`config.mk`:
```
export PLATFORM = sky130hd
export DESIGN_NAME = alu_control_md
export DESIGN_NICKNAME = d
export VERILOG_FILES = /design/src/rtl/alu_pkg.sv /design/src/rtl/md_iter_core.sv /design/src/rtl/alu_control_md.sv
export SDC_FILE = /design/constraint.sdc
export NUM_CORES = 1
export LEC_CHECK = 0
export BUFFER_PORTS_ARGS = -buffer_cell sky130_fd_sc_hd__buf_2
export CORE_MARGIN = 2
export CORE_UTILIZATION = 30
export DETAILED_ROUTE_END_ITERATION = 10
export PLACE_DENSITY = 0.42
export RECOVER_POWER = 50
export SYNTH_ARGS = -nofsm -noshare
export SYNTH_HDL_FRONTEND = slang
export SYNTH_SLANG_ARGS = --single-unit
```
`constraint.sdc`:
```
create_clock -name i_clk -period 8.2 [get_ports i_clk]
set_clock_uncertainty 0.05 [all_clocks]
set_input_delay 1.64 -clock i_clk [delete_from_list [all_inputs] [get_ports i_clk]]
set_output_delay 1.64 -clock i_clk [all_outputs]
set_load 0.01 [all_outputs]
```
`src/rtl/alu_pkg.sv`:
```
// Shared encodings for the ALU control decoder and the RV32M multiply/divide sequencer.
// Holds ALU select codes, op-class and funct3 constants, FSM states and operand-sign helpers.
package alu_pkg;

    localparam logic [3:0] ALU_ADD  = 4'b0000;
    localparam logic [3:0] ALU_SUB  = 4'b0001;
    localparam logic [3:0] ALU_SLL  = 4'b0010;
    localparam logic [3:0] ALU_SLT  = 4'b0011;
    localparam logic [3:0] ALU_SLTU = 4'b0100;
    localparam logic [3:0] ALU_XOR  = 4'b0101;
    localparam logic [3:0] ALU_SRL  = 4'b0110;
    localparam logic [3:0] ALU_SRA  = 4'b0111;
    localparam logic [3:0] ALU_OR   = 4'b1000;
    localparam logic [3:0] ALU_AND  = 4'b1001;
    localparam logic [3:0] ALU_LUI  = 4'b1010;

    localparam logic [2:0] OP_R      = 3'b000;
    localparam logic [2:0] OP_I      = 3'b001;
    localparam logic [2:0] OP_LOAD   = 3'b010;
    localparam logic [2:0] OP_STORE  = 3'b011;
    localparam logic [2:0] OP_BRANCH = 3'b100;
    localparam logic [2:0] OP_LUI    = 3'b101;
    localparam logic [2:0] OP_AUIPC  = 3'b110;
    localparam logic [2:0] OP_JUMP   = 3'b111;

    localparam logic [2:0] F3_MUL    = 3'b000;
    localparam logic [2:0] F3_MULH   = 3'b001;
    localparam logic [2:0] F3_MULHSU = 3'b010;
    localparam logic [2:0] F3_MULHU  = 3'b011;
    localparam logic [2:0] F3_DIV    = 3'b100;
    localparam logic [2:0] F3_DIVU   = 3'b101;
    localparam logic [2:0] F3_REM    = 3'b110;
    localparam logic [2:0] F3_REMU   = 3'b111;

    localparam logic [6:0] FUNCT7_MULDIV = 7'b0000001;

    typedef enum logic [1:0] {
        ST_IDLE = 2'b00,
        ST_MUL  = 2'b01,
        ST_DIV  = 2'b10,
        ST_DONE = 2'b11
    } md_state_e;

    // Iteration counter must reach XLEN-1; never narrower than 6 bits.
    function automatic int cnt_width(input int xlen);
        return ($clog2(xlen) + 1 > 6) ? $clog2(xlen) + 1 : 6;
    endfunction

    function automatic logic op_a_signed(input logic [2:0] f3);
        return !(f3 == F3_MULHU || f3 == F3_DIVU || f3 == F3_REMU);
    endfunction

    function automatic logic op_b_signed(input logic [2:0] f3);
        return (f3 == F3_MUL || f3 == F3_MULH || f3 == F3_DIV || f3 == F3_REM);
    endfunction

endpackage

```
`src/rtl/md_iter_core.sv`:
```
// Iterative datapath shared by multiply and divide: one shift-add or restoring shift-subtract per step.
// acc holds {hi, lo}: product accumulator for MUL, {remainder, quotient/dividend} for DIV.
module md_iter_core
    import alu_pkg::*;
#(
    parameter int XLEN = 32
) (
    input  logic              clk_i,
    input  logic              rst_i,
    input  logic              load_i,
    input  logic              step_i,
    input  logic              div_i,
    input  logic [XLEN-1:0]   a_i,
    input  logic [XLEN-1:0]   b_i,
    output logic [2*XLEN-1:0] acc_nxt_o,
    output logic              last_o
);

    localparam int CNT_W = cnt_width(XLEN);

    logic [2*XLEN-1:0] acc_q, acc_d;
    logic [XLEN-1:0]   opb_q, opb_d;
    logic [CNT_W-1:0]  cnt_q, cnt_d;

    logic [XLEN:0]     mul_sum;
    logic [XLEN:0]     div_shift;
    logic [XLEN-1:0]   div_diff;
    logic              div_ge;

    always_comb begin
        mul_sum   = {1'b0, acc_q[2*XLEN-1:XLEN]} + (acc_q[0] ? {1'b0, opb_q} : {(XLEN+1){1'b0}});
        div_shift = acc_q[2*XLEN-1:XLEN-1];
        div_ge    = (div_shift >= {1'b0, opb_q});
        div_diff  = div_shift[XLEN-1:0] - opb_q;
        if (div_i) begin
            acc_nxt_o = {(div_ge ? div_diff : div_shift[XLEN-1:0]), acc_q[XLEN-2:0], div_ge};
        end else begin
            acc_nxt_o = {mul_sum, acc_q[XLEN-1:1]};
        end
    end

    always_comb begin
        acc_d = acc_q;
        opb_d = opb_q;
        cnt_d = cnt_q;
        if (load_i) begin
            acc_d = {{XLEN{1'b0}}, a_i};
            opb_d = b_i;
            cnt_d = '0;
        end else if (step_i) begin
            acc_d = acc_nxt_o;
            cnt_d = cnt_q + 1'b1;
        end
    end

    assign last_o = (cnt_q == CNT_W'(XLEN - 1));

    always_ff @(posedge clk_i) begin
        if (rst_i) begin
            acc_q <= '0;
            opb_q <= '0;
            cnt_q <= '0;
        end else begin
            acc_q <= acc_d;
            opb_q <= opb_d;
            cnt_q <= cnt_d;
        end
    end

endmodule

```
`src/rtl/alu_control_md.sv`:
```
// ALU control decoder with an iterative RV32M multiply/divide sequencer (busy/valid handshake).
//   state   | meaning
//   IDLE    | decode only; accept an M op (busy raised combinationally)
//   MUL     | XLEN shift-add steps on operand magnitudes
//   DIV     | XLEN restoring shift-subtract steps on operand magnitudes
//   DONE    | one-cycle o_md_valid pulse, result register holds
module alu_control_md
    import alu_pkg::*;
#(
    parameter int XLEN      = 32,
    parameter bit EARLY_OUT = 1'b1
) (
    input  logic            i_clk,
    input  logic            i_rst,
    input  logic            i_valid,
    input  logic            i_flush,
    input  logic [2:0]      i_alu_op,
    input  logic [2:0]      i_funct3,
    input  logic [6:0]      i_funct7,
    input  logic [XLEN-1:0] i_op_a,
    input  logic [XLEN-1:0] i_op_b,
    output logic [3:0]      o_alu_control,
    output logic            o_md_busy,
    output logic            o_md_valid,
    output logic [XLEN-1:0] o_md_result
);

    localparam logic [XLEN-1:0] MOST_NEG = {1'b1, {(XLEN-1){1'b0}}};

    md_state_e       state_q, state_d;
    logic [2:0]      fn_q, fn_d;
    logic            neg_q_q, neg_q_d;
    logic            neg_r_q, neg_r_d;
    logic            spec_q, spec_d;
    logic [XLEN-1:0] spec_res_q, spec_res_d;
    logic [XLEN-1:0] result_q, result_d;

    logic            is_m_enc, m_go;
    logic            a_sgn, b_sgn;
    logic [XLEN-1:0] a_mag, b_mag;
    logic            b_zero, div_ovf, is_div_op, special;
    logic [XLEN-1:0] spec_val;

    logic            core_load, core_step, core_last;
    logic [2*XLEN-1:0] acc_nxt, prod_s;
    logic [XLEN-1:0] quot_s, rem_s, fin_val;
    logic            busy, valid;

    assign is_m_enc = (i_alu_op == OP_R) && (i_funct7 == FUNCT7_MULDIV);
    assign m_go     = i_valid && is_m_enc && !i_flush && !i_rst;

    always_comb begin
        o_alu_control = ALU_ADD;
        case (i_alu_op)
            OP_R: begin
                if (i_funct7 != FUNCT7_MULDIV) begin
                    case ({i_funct7[5], i_funct3})
                        4'b0000: o_alu_control = ALU_ADD;
                        4'b1000: o_alu_control = ALU_SUB;
                        4'b0001: o_alu_control = ALU_SLL;
                        4'b0010: o_alu_control = ALU_SLT;
                        4'b0011: o_alu_control = ALU_SLTU;
                        4'b0100: o_alu_control = ALU_XOR;
                        4'b0101: o_alu_control = ALU_SRL;
                        4'b1101: o_alu_control = ALU_SRA;
                        4'b0110: o_alu_control = ALU_OR;
                        4'b0111: o_alu_control = ALU_AND;
                        default: o_alu_control = ALU_ADD;
                    endcase
                end
            end
            OP_I: begin
                case (i_funct3)
                    3'b000:  o_alu_control = ALU_ADD;
                    3'b001:  o_alu_control = ALU_SLL;
                    3'b010:  o_alu_control = ALU_SLT;
                    3'b011:  o_alu_control = ALU_SLTU;
                    3'b100:  o_alu_control = ALU_XOR;
                    3'b101:  o_alu_control = i_funct7[5] ? ALU_SRA : ALU_SRL;
                    3'b110:  o_alu_control = ALU_OR;
                    default: o_alu_control = ALU_AND;
                endcase
            end
            OP_LUI: o_alu_control = ALU_LUI;
            OP_BRANCH: begin
                case (i_funct3)
                    3'b000, 3'b001: o_alu_control = ALU_SUB;
                    3'b100, 3'b101: o_alu_control = ALU_SLT;
                    3'b110, 3'b111: o_alu_control = ALU_SLTU;
                    default:        o_alu_control = ALU_ADD;
                endcase
            end
            OP_LOAD, OP_STORE, OP_AUIPC, OP_JUMP: o_alu_control = ALU_ADD;
            default: o_alu_control = ALU_ADD;
        endcase
    end

    // Operand conditioning at acceptance: magnitudes go to the core, signs are kept here.
    always_comb begin
        a_sgn     = op_a_signed(i_funct3) && i_op_a[XLEN-1];
        b_sgn     = op_b_signed(i_funct3) && i_op_b[XLEN-1];
        a_mag     = a_sgn ? -i_op_a : i_op_a;
        b_mag     = b_sgn ? -i_op_b : i_op_b;
        is_div_op = i_funct3[2];
        b_zero    = (i_op_b == '0);
        div_ovf   = (i_funct3 == F3_DIV || i_funct3 == F3_REM) &&
                    (i_op_a == MOST_NEG) && (i_op_b == '1);
        special   = is_div_op && (b_zero || div_ovf);
        if (b_zero) begin
            spec_val = i_funct3[1] ? i_op_a : '1;
        end else begin
            spec_val = i_funct3[1] ? '0 : i_op_a;
        end
    end

    md_iter_core #(
        .XLEN(XLEN)
    ) u_core (
        .clk_i     (i_clk),
        .rst_i     (i_rst),
        .load_i    (core_load),
        .step_i    (core_step),
        .div_i     (state_q == ST_DIV),
        .a_i       (a_mag),
        .b_i       (b_mag),
        .acc_nxt_o (acc_nxt),
        .last_o    (core_last)
    );

    // Final value is formed from the core's last-step result so it lands in result_q on entry to DONE.
    always_comb begin
        prod_s = neg_q_q ? -acc_nxt : acc_nxt;
        quot_s = neg_q_q ? -acc_nxt[XLEN-1:0] : acc_nxt[XLEN-1:0];
        rem_s  = neg_r_q ? -acc_nxt[2*XLEN-1:XLEN] : acc_nxt[2*XLEN-1:XLEN];
        if (spec_q) begin
            fin_val = spec_res_q;
        end else if (state_q == ST_DIV) begin
            fin_val = fn_q[1] ? rem_s : quot_s;
        end else begin
            fin_val = (fn_q == F3_MUL) ? prod_s[XLEN-1:0] : prod_s[2*XLEN-1:XLEN];
        end
    end

    always_comb begin
        state_d    = state_q;
        fn_d       = fn_q;
        neg_q_d    = neg_q_q;
        neg_r_d    = neg_r_q;
        spec_d     = spec_q;
        spec_res_d = spec_res_q;
        result_d   = result_q;
        core_load  = 1'b0;
        core_step  = 1'b0;
        busy       = 1'b0;
        valid      = 1'b0;
        case (state_q)
            ST_IDLE: begin
                if (m_go) begin
                    busy       = 1'b1;
                    core_load  = 1'b1;
                    fn_d       = i_funct3;
                    neg_q_d    = a_sgn ^ b_sgn;
                    neg_r_d    = a_sgn;
                    spec_d     = special;
                    spec_res_d = spec_val;
                    if (EARLY_OUT && special) begin
                        state_d  = ST_DONE;
                        result_d = spec_val;
                    end else begin
                        state_d = is_div_op ? ST_DIV : ST_MUL;
                    end
                end
            end
            ST_MUL, ST_DIV: begin
                if (i_flush) begin
                    state_d = ST_IDLE;
                end else begin
                    busy      = 1'b1;
                    core_step = 1'b1;
                    if (core_last) begin
                        state_d  = ST_DONE;
                        result_d = fin_val;
                    end
                end
            end
            ST_DONE: begin
                valid   = !i_flush;
                state_d = ST_IDLE;
            end
            default: state_d = ST_IDLE;
        endcase
    end

    always_ff @(posedge i_clk) begin
        if (i_rst) begin
            state_q    <= ST_IDLE;
            fn_q       <= '0;
            neg_q_q    <= 1'b0;
            neg_r_q    <= 1'b0;
            spec_q     <= 1'b0;
            spec_res_q <= '0;
            result_q   <= '0;
        end else begin
            state_q    <= state_d;
            fn_q       <= fn_d;
            neg_q_q    <= neg_q_d;
            neg_r_q    <= neg_r_d;
            spec_q     <= spec_d;
            spec_res_q <= spec_res_d;
            result_q   <= result_d;
        end
    end

    assign o_md_busy   = busy && !i_rst;
    assign o_md_valid  = valid && !i_rst;
    assign o_md_result = result_q;

endmodule

```
==> impl_metrics.tcl <==
set metrics [dict create \
    cts_tree "yes" \
    ir_drop_v 0.000287 \
    viasPerCell 5.90 \
    cts_setup_buffers 0 \
    final_area_sq_mm 0.0192 \
    cpMaxStageDelayCell "clkbuf_1" \
    wl_mm 81.3 \
    rsz0062_at_grt "no" \
    cp_max_fo 46 \
    grt_pass1_vias 18000 \
    netlist_instances 2488 \
    period_minus_slack_ps 6130 \
    dr_total_vias 19300 \
    arrival_ps 6440 \
    highest_layer "met5" \
    period_share 0.747 \
    failed_checks "max-capacitance violations, max-slew violations" \
    seq_area_sq_mm 0.00348 \
    slew_headroom -1.38 \
    hold_class "flip-flop to flip-flop" \
    port-buffer-count 118 \
    powerDensity_mw_per_mm2 386 \
    dr.pass1.iters 5 \
    cts_buffers 17 \
    setup_tns_ps 0 \
    postCtsResizedCells 0 \
    area_growth_pct 9.53 \
    avgRoutedWirePerCell_um 24.9 \
    routedLengthMet1_mm 38.1 \
    clkSinkCount 174 \
    dieWidth_um 245 \
    synth_ff_type "dfxtp_1" \
    hold_ws_ps 411 \
    n_antenna_cell 0 \
    dieArea_sq_mm 0.0602 \
    synth-seq-area-share 0.199 \
    yosys-top-cells-area "dfxtp_1 20%, o21ai_0 6.1%, a21oi_1 6.0%, nor2_1 5.6%, ha_1 5.6%" \
    run_status "finished with violations" \
    synth.distinct_cells 104 \
    crit_chain "inv_1 -> ha_1 -> buf_4 -> inv_1 -> nor2_1 -> clkbuf_1 -> a22oi_1 -> o311ai_0 -> a21oi_1" \
    worst_setup_path_end_kind "flip-flop" \
    cts-root-buf "clkbuf_16" \
    cts.path.max_buffers 2 \
    ant_nets 0 \
    yosysTopAreaCellShare 0.199 \
    pin_count 119 \
    finalSetupViolCount 0 \
    route.detailed.drc 0 \
    cts_hold_buf 0 \
    initial_core_util 0.303 \
    insertion_delay_ps 530 \
    timing.critical_path.buf_inv 4 \
    dp_hpwl_mm 62.6 \
    nets 2649 \
    syn_avg_cell_area_sq_um 7.03 \
    synth-seq-cells 174 \
    cpPeakStageDelay_ps 2000 \
    multi_input_area_sq_mm 0.0130 \
    netlist_area_sq_mm 0.0175 \
    fmax_mhz 163 \
    die_h_um 245 \
    overflow 0 \
    drive_gt1_frac 0.0880 \
    ys_warn_count 0 \
    synth_edf_count 0 \
    worstPathRequired_ps 8510 \
    max_cap_viol_count 5 \
    criticalPathCategory "flip-flop to flip-flop" \
    crit_family "buffers and inverters" \
    fill_cells 6445 \
    gp_congestion 0.920 \
    grt_pass1_wl_mm 120 \
    drt-initial-drc-count 1794 \
    fin_cells 3266 \
    met2_length_mm 36.8 \
    grt_max_degree 81 \
    antenna_found_initial 4 \
    cts.reportedPaths.clkPinSlew_ps 80 \
    row_count 88 \
    hold_violations 0 \
    leakage_nw 7.16 \
    place_area_sq_mm 0.0186 \
    h-tree-depth 4 \
    finalMaxSlewViolations 237 \
    place_inst 3234 \
    syn-num-nets 2649 \
    worst_slew_pin_slew_ps 3570 \
    wl_met3_mm 4.33 \
    crit_top_cell "inv_1" \
    worstSetupStartpointType "flip-flop" \
    synth_top_area_cell "dfxtp_1" \
    core_area_sq_mm 0.0577 \
    async_flop_share 0 \
    grt_usage 0.266 \
]
## layout by cell type, fill, tap and decap left out, drive strengths merged, types with 25 or more instances in the layout
master,n
nor2,265
nand2,244
o21ai,222
a21oi,213
dfxtp,174
buf,118
xnor2,101
nand3,98
nor3,91
inv,82
ha,78
xor2,66
a211oi,64
mux2i,55
clkbuf,53
o31ai,52
and2,43
nand4,40
o211ai,34
or3,28
a31oi,25
## layer usage
| metal | up-vias | track usage |
|---|---|---|
| met3 | 93 | 0.0384 |
| li1 | 9125 | - |
| met5 | - | 0 |
| met1 | 9459 | 0.371 |
| met4 | 2 | 0.0800 |
| met2 | 589 | 0.422 |
## per-stage QoR
| step | utilization | worst slack (ps) | power [mW] |
|---|---|---|---|
| 6_report | 0.332 | 2070 | 7.40 |
| 5_1_grt | 0.332 | 1540 | 7.85 |
| 4_1_cts | 0.333 | 2210 | 7.33 |
| 3_5_place_dp | 0.323 | 2120 | 6.40 |
| 3_3_place_gp | 0.323 | 2110 | 6.39 |
| 2_1_floorplan | - | 3110 | 4.80 |
## final timing paths
check	startpoint	to	slack, ps	depth (start not counted)
max	state_q[1]	state_q[0]	2070	9
min	o_md_result[5]	o_md_result[5]	410	2
max reg2reg	state_q[1]	state_q[0]	2070	9
min reg2reg	o_md_result[5]	o_md_result[5]	410	2
## area by class of cell
cell class                 instances  area share
multi-input combinational       2065       0.679
sequential                       174       0.182
tap                              765      0.0500
timing repair buffer             153      0.0420
clock buffer                      18      0.0229
inverter                          77      0.0151
clock inverter                    14     0.00875
## worst reg2reg max path: stages, from the launching register on
cell and delay [ps]:
dfxtp_1 450, inv_1 70, ha_1 270, buf_4 450
inv_1 130, nor2_1 1600, clkbuf_1 2000, a22oi_1 490
o311ai_0 320, a21oi_1 140
## registers in the layout, summed over array words and instances (netlist names)
register      count
spec_q            1
u_core.opb_q     32
spec_res_q       32
u_core.cnt_q      6
fn_q              3
neg_r_q           1
o_md_result      32
state_q           2
neg_q_q           1
u_core.acc_q     64
## cell usage after synthesis (51+ instances only)
master    count
o31ai_1      51
clkbuf_1    115
o21ai_0     212
a21oi_1     209
inv_1        75
nand3_1      96
nor2_1      263
dfxtp_1     174
a211oi_1     63
ha_1         78
nor3_1       88
nand2_1     243
xnor2_1     101
mux2i_1      55
xor2_1       66
## kinds of logic (layout without fill, tap and decap cells)
logic type	count (synthesis)	in the layout	share of synthesized area
buf+inv	249	262	0.0580
flops	174	174	0.199
fa+ha+maj	80	80	0.0581
mux	64	64	0.0373
simple gates	936	936	0.259
xor+xnor	167	167	0.0837
compound gates	818	818	0.305
## power breakdown
| group | total, mW | internal (mW) | switching, mW |
|---|---|---|---|
| clock network | 0.907 | 0.443 | 0.464 |
| logic | 5.39 | 1.66 | 3.73 |
| registers | 1.11 | 0.966 | 0.140 |
Power figures use the tool's default switching activity.
